## src/rtl/sprite_fetch.sv

```systemverilog
// sprite_fetch: pixel-side reader for one animated sprite.
// Once per frame, on the vsync falling edge, it copies the controller's sprite
// position, frame index and enable into shadow registers. For every pixel it
// turns DrawX/DrawY into a sprite ROM address. It returns the palette index,
// aligned to the ROM latency, with a valid flag.
// It also divides vsync down to the Anim_tick pulse that advances the
// animation controller.
// Optional build macro: SPRITE_HFLIP_EN adds the Flip input. Flip mirrors the
// sprite horizontally and is latched with the other shadow registers.
module sprite_fetch #(
    parameter int SPR_W       = 48,
    parameter int SPR_H       = 48,
    parameter int NUM_FRAMES  = 32,
    parameter int ADDR_W      = 17,
    parameter int ROM_LATENCY = 1,
    parameter int ANIM_DIV    = 6,
    parameter int TRANSPARENT = 0
) (
    input  logic              Clk,
    input  logic              Reset_n,
    input  logic              vsync,
    input  logic [9:0]        DrawX,
    input  logic [9:0]        DrawY,
    input  logic [9:0]        Sprite_X,
    input  logic [9:0]        Sprite_Y,
    input  logic [4:0]        Frame,
    input  logic              Sprite_en,
`ifdef SPRITE_HFLIP_EN
    input  logic              Flip,
`endif
    output logic [ADDR_W-1:0] Rom_addr,
    input  logic [3:0]        Rom_data,
    output logic [3:0]        Pixel_idx,
    output logic              Pixel_valid,
    output logic              Anim_tick
);

    localparam int               DIV_W         = (ANIM_DIV > 1) ? $clog2(ANIM_DIV) : 1;
    localparam logic [DIV_W-1:0] DIV_LAST      = DIV_W'(ANIM_DIV - 1);
    localparam logic [DIV_W-1:0] DIV_ONE       = DIV_W'(1);
    localparam logic [10:0]      SPR_W_11      = 11'(SPR_W);
    localparam logic [10:0]      SPR_H_11      = 11'(SPR_H);
    localparam logic [31:0]      FRAME_PIX_32  = 32'(SPR_W * SPR_H);
    localparam logic [31:0]      SPR_W_32      = 32'(SPR_W);
    localparam logic [31:0]      NUM_FRAMES_32 = 32'(NUM_FRAMES);
    localparam logic [3:0]       TRANSP_4      = 4'(TRANSPARENT);

    typedef enum logic [1:0] {
        ST_ARMED   = 2'd0,
        ST_LATCH   = 2'd1,
        ST_WAIT_HI = 2'd2
    } cap_state_t;

    // Linear ROM address: frame base + row offset + column, truncated to ADDR_W.
    function automatic logic [ADDR_W-1:0] calc_addr(
        input logic [4:0]  frame_idx,
        input logic [10:0] row,
        input logic [10:0] col
    );
        return ADDR_W'((32'(frame_idx) * FRAME_PIX_32) + (32'(row) * SPR_W_32) + 32'(col));
    endfunction

    // vsync sampling and edge detection
    logic              vsync_q_r;
    logic              vsync_qq_r;
    logic              vsync_fall_s;

    // capture FSM, shadow registers, animation divider
    cap_state_t        state_r;
    logic [9:0]        x_r;
    logic [9:0]        y_r;
    logic [4:0]        frame_r;
    logic              en_r;
`ifdef SPRITE_HFLIP_EN
    logic              flip_r;
`endif
    logic [DIV_W-1:0]  div_cnt_r;

    // stage 0 combinational terms
    logic [10:0]       draw_x_s;
    logic [10:0]       draw_y_s;
    logic [10:0]       org_x_s;
    logic [10:0]       org_y_s;
    logic [10:0]       dx_s;
    logic [10:0]       dy_s;
    logic [10:0]       dx_eff_s;
    logic              frame_ok_s;
    logic              inside_s;
    logic [ADDR_W-1:0] addr_s;

    // pipeline
    logic                   inside_r;
    logic [ROM_LATENCY-1:0] inside_pipe_r;
    logic                   pix_valid_s;

    // Two sampling flops. The registered edge ignores glitches shorter than one clock.
    always_ff @(posedge Clk or negedge Reset_n) begin
        if (!Reset_n) begin
            vsync_q_r  <= 1'b1;
            vsync_qq_r <= 1'b1;
        end else begin
            vsync_q_r  <= vsync;
            vsync_qq_r <= vsync_q_r;
        end
    end

    assign vsync_fall_s = vsync_qq_r & ~vsync_q_r;

    // Capture FSM. Latches the shadow state once per frame and advances the divider.
    always_ff @(posedge Clk or negedge Reset_n) begin
        if (!Reset_n) begin
            state_r   <= ST_ARMED;
            x_r       <= 10'd0;
            y_r       <= 10'd0;
            frame_r   <= 5'd0;
            en_r      <= 1'b0;
`ifdef SPRITE_HFLIP_EN
            flip_r    <= 1'b0;
`endif
            div_cnt_r <= {DIV_W{1'b0}};
            Anim_tick <= 1'b0;
        end else begin
            Anim_tick <= 1'b0;
            case (state_r)
                ST_ARMED: begin
                    if (vsync_fall_s) begin
                        state_r <= ST_LATCH;
                    end else begin
                        state_r <= ST_ARMED;
                    end
                end
                ST_LATCH: begin
                    x_r     <= Sprite_X;
                    y_r     <= Sprite_Y;
                    frame_r <= Frame;
                    en_r    <= Sprite_en;
`ifdef SPRITE_HFLIP_EN
                    flip_r  <= Flip;
`endif
                    if (div_cnt_r == DIV_LAST) begin
                        div_cnt_r <= {DIV_W{1'b0}};
                        Anim_tick <= 1'b1;
                    end else begin
                        div_cnt_r <= div_cnt_r + DIV_ONE;
                    end
                    state_r <= ST_WAIT_HI;
                end
                ST_WAIT_HI: begin
                    if (vsync_q_r) begin
                        state_r <= ST_ARMED;
                    end else begin
                        state_r <= ST_WAIT_HI;
                    end
                end
                default: begin
                    state_r <= ST_ARMED;
                end
            endcase
        end
    end

    // Coverage test and address math at 11 bits, so a sprite near the right edge clips instead of wrapping.
    always_comb begin
        draw_x_s   = {1'b0, DrawX};
        draw_y_s   = {1'b0, DrawY};
        org_x_s    = {1'b0, x_r};
        org_y_s    = {1'b0, y_r};
        frame_ok_s = ({27'd0, frame_r} < NUM_FRAMES_32);
        inside_s   = en_r && frame_ok_s
                     && (draw_x_s >= org_x_s) && (draw_x_s < (org_x_s + SPR_W_11))
                     && (draw_y_s >= org_y_s) && (draw_y_s < (org_y_s + SPR_H_11));
        dx_s       = draw_x_s - org_x_s;
        dy_s       = draw_y_s - org_y_s;
`ifdef SPRITE_HFLIP_EN
        dx_eff_s   = flip_r ? (SPR_W_11 - 11'd1 - dx_s) : dx_s;
`else
        dx_eff_s   = dx_s;
`endif
        addr_s     = inside_s ? calc_addr(frame_r, dy_s, dx_eff_s) : {ADDR_W{1'b0}};
    end

    // Stage 0: register the ROM address and whether the pixel is inside the sprite.
    always_ff @(posedge Clk or negedge Reset_n) begin
        if (!Reset_n) begin
            Rom_addr <= {ADDR_W{1'b0}};
            inside_r <= 1'b0;
        end else begin
            Rom_addr <= addr_s;
            inside_r <= inside_s;
        end
    end

    // Delay the inside flag by the ROM read latency so it lines up with Rom_data.
    always_ff @(posedge Clk or negedge Reset_n) begin
        if (!Reset_n) begin
            inside_pipe_r <= {ROM_LATENCY{1'b0}};
        end else begin
            inside_pipe_r[0] <= inside_r;
            for (int i = 1; i < ROM_LATENCY; i++) begin
                inside_pipe_r[i] <= inside_pipe_r[i-1];
            end
        end
    end

    assign pix_valid_s = inside_pipe_r[ROM_LATENCY-1] && (Rom_data != TRANSP_4);

    // Output stage: opaque covered pixels pass their index, everything else reads as 0.
    always_ff @(posedge Clk or negedge Reset_n) begin
        if (!Reset_n) begin
            Pixel_valid <= 1'b0;
            Pixel_idx   <= 4'd0;
        end else begin
            Pixel_valid <= pix_valid_s;
            Pixel_idx   <= pix_valid_s ? Rom_data : 4'd0;
        end
    end

endmodule

```

## config.mk

```make
export PLATFORM = sky130hd
export DESIGN_NAME = sprite_fetch
export DESIGN_NICKNAME = d
export VERILOG_FILES = /design/src/rtl/sprite_fetch.sv
export SDC_FILE = /design/constraint.sdc
export NUM_CORES = 1
export LEC_CHECK = 0
export CAP_MARGIN = 20
export CELL_PAD_IN_SITES_DETAIL_PLACEMENT = 1
export CELL_PAD_IN_SITES_GLOBAL_PLACEMENT = 1
export CORE_ASPECT_RATIO = 0.6
export CORE_MARGIN = 1.5
export CORE_UTILIZATION = 26
export CTS_CLUSTER_DIAMETER = 60
export DETAILED_ROUTE_END_ITERATION = 7
export PLACE_DENSITY_LB_ADDON = 0.1
export SLEW_MARGIN = 10
export SYNTH_ARGS = -nofsm -noshare
export SYNTH_HDL_FRONTEND = slang
export SYNTH_SLANG_ARGS = --single-unit
export TNS_END_PERCENT = 50
```

## constraint.sdc

```tcl
create_clock -name Clk -period 6.89 [get_ports Clk]
set_input_delay 1.378 -clock Clk [delete_from_list [all_inputs] [get_ports Clk]]
set_output_delay 1.378 -clock Clk [all_outputs]
set_load 0.02 [all_outputs]
```

==> out/qor.txt <==
Post-route ant nets: 0
Hold path depth: 0
First-pass GRT wire length: 19.4 mm
Setup Crit Path Kind: in2reg
EDFF count, synth: 0
DRC viols: 0
Final period utilization: 88.0%
Post-Syn Nets: 595
FFs w/ async S/R, synth: 100%
Post-Syn Instances: 465
Port bufs: 75
Die area: 18100 sq um
CTS tree: built
Ports: 76
Routed WL: 11.7 mm
Root buf cell: clkbuf_16
TritonCTS Buffers: 9
Ys flop type: dfrtp_1
Maximum number of pins on one net before global-route repair: 59
Core ar.: 17000 sq um
Syn. warnings: 0
Worst R2R End: Rom_addr[16]
Hold path start: inside_r
Die Y: 105 microns
CP startpoint kind: input pin
Cell area after layout: 5790 sq um
Sink Count: 58
R2r setup slk: 1.96 ns
Worst slew pin tran: 0.778 ns
DR pass1 iterations: 4
Final setup viols: 0
Skew-Pair Late Insertion Delay: 0.34 ns
Final Hold Viols: 0
Grt ovf: 0
Worst reg2reg startpoint: y_r[1]
Syn_area_per_cell: 9.69 sq um
Vias in the first global route: 3759
DR WL/cell: 14.9 microns
Final min period: 6.06 ns
Max Slew Vio Count: 0
Rows: 37
CP endpoint kind: register
Hold Path Sink: inside_pipe_r
Top-area cell type share of the netlist area: 31.1%
Seq. cell area: 1450 sq um
Seq/Total Area, Yosys: 32.3%
Clk buf depth: 2
# Post-CTS Setup Buffers: 0
Fill cells: 2025
H-tree level count: 3
Synth unique cells: 59
Overall routing resource usage: 13.7%
Share of cells above drive strength 1: 7.44%
Yosys reg bits: 58
Largest fanout on the critical path: 5
DR vias/cell: 4.50
Fmax: 165 MHz
CP arrival: 6.28 ns
Slew HR: 48.1%
Yosys top cell by area: dfrtp_1
Max Cap Viol: 0
RSZ-0062 raised after global routing: no
Status: complete, no violations
Area growth syn-to-layout: 28.6%
Final Non-Filler Cells: 785
Area after DPL: 5520 sq um
Reg2Reg Depth: 21
Iter 0 DRT Violations: 84
Vias: 3531
Multi-input gate area: 2850 sq um
Diodes inserted: 0
HPWL after detailed placement: 9.60 mm
Initial core utilization: 26.4%
Max Clock Skew: 0.00954 ns
PostCTS Resize Cnt: 0
Antenna violations before repair: 0
Setup TNS: 0 ns
Cell area after synthesis: 4500 sq um
Hold buffers post-CTS: 0
Leading cell types by total area after synthesis: dfrtp_1 31%, ha_1 19%, xnor2_1 5.1%, fa_1 3.6%, inv_1 3.5%
Placed insts: 769
CP Data Required Time: 7.10 ns
Hold Path Class: reg2reg
Routability cong.: 0.831
Die W: 173 microns
Final #Nets: 676
Clock Pin Slew Worst Setup and Hold Paths: 0.06 ns
[synth_stat cells, drive strengths merged (4+ instances only)]
library cell / instances
a211oi: 7
a21o: 20
a21oi: 25
a31oi: 7
and2: 7
clkbuf: 5
dfrtp: 56
fa: 8
ha: 69
inv: 42
mux2: 7
nand2: 33
nand2b: 4
nand3: 4
nand4: 5
nor2: 30
nor2b: 6
nor3: 8
o21a: 7
o21ai: 37
o21bai: 5
xnor2: 26
xor2: 15
[cell usage in the layout (no fill, tap or decap), types with 7 or more instances in the layout]
master,netlist,layout
xnor2_1,26,26
inv_1,42,42
fa_1,8,8
clkdlybuf4s50_1,0,74
nor3_1,8,8
clkbuf_16,0,9
xor2_1,15,15
o21ai_0,31,31
ha_1,69,69
dfrtp_1,56,56
nand2_1,33,33
a21o_1,20,20
nor2_1,30,30
mux2_2,7,7
and2_1,7,7
a21oi_1,25,25
[critical path, cell delays in order]
cell and delay, ns:
clkdlybuf4s50_1 0.47, ha_1 0.34, nor2b_4 0.14, o31ai_4 0.30, a21boi_0 0.37, ha_1 0.33, a21o_1 0.20, a21oi_1 0.22
nor2b_1 0.08, o21a_1 0.19, o221a_2 0.26, nor2_1 0.16, xnor2_1 0.14, ha_1 0.25, ha_1 0.37, a21o_1 0.19
a221o_1 0.35, a21oi_1 0.18, xnor2_1 0.15, nand2b_1 0.12, mux2i_1 0.07
[per-layer routing]
metal / share of wire (%) / GRT usage [%]
met1: 54 / 20.3
met2: 41 / 19.4
met3: 3.8 / 3.02
met4: 1.3 / 4.66
met5: 0 / 0
[worst max-delay path by stage]
stage,startpoint,to,slack (ns),cells past startpoint
final,DrawY[1],Rom_addr[16],0.83,21
after global routing,DrawY[1],Rom_addr[16],0.51,21
after CTS,DrawY[1],Rom_addr[16],0.80,21
after detailed placement,DrawY[1],Rom_addr[16],0.48,21
after global placement,DrawY[0],Rom_addr[16],0.63,22
after floorplan,DrawY[0],Rom_addr[16],1.34,21
[sequential cells by signal (all words and copies together), names as in the netlist]
register and count:
x_r 10, vsync_q_r 1, inside_r 1, Pixel_valid 1, Anim_tick 1, Pixel_idx 4, inside_pipe_r 1, vsync_qq_r 1
en_r 1, frame_r 5, y_r 10, state_r 2, Rom_addr 17, div_cnt_r 3
[layout make-up]
type                       instances  share of cell area [%]
multi-input combinational        357                    49.2
tap                              234                    5.05
clock buffer                      10                    3.95
sequential                        58                    25.1
inverter                          43                    2.81
timing repair buffer              77                    13.1
clock inverter                     6                   0.756
[stage by stage]
step | hold slack, ns | worst slack [ns] | util, %
floorplan | 0.331 | 1.34 | -
global placement | 0.338 | 0.627 | 32.4
detailed placement | 0.339 | 0.483 | 32.4
CTS | 0.353 | 0.804 | 34.0
global route | 0.368 | 0.507 | 34.0
finish | 0.351 | 0.828 | 34.0
[kinds of logic after synthesis]
logic type               after synthesis  share of synthesized area [%]
AO/OA/AOI/OAI                        124                           19.0
XOR/XNOR                              41                           7.97
adder cells (fa/ha/maj)               77                           22.7
buffers and inverters                 50                           4.61
flip-flops                            58                           32.3
multiplexers                           9                           2.19
AND/OR/NAND/NOR                      106                           11.3
Power is not shown: default switching activity piles up to over one toggle a cycle in this logic, so the estimate is an artifact.
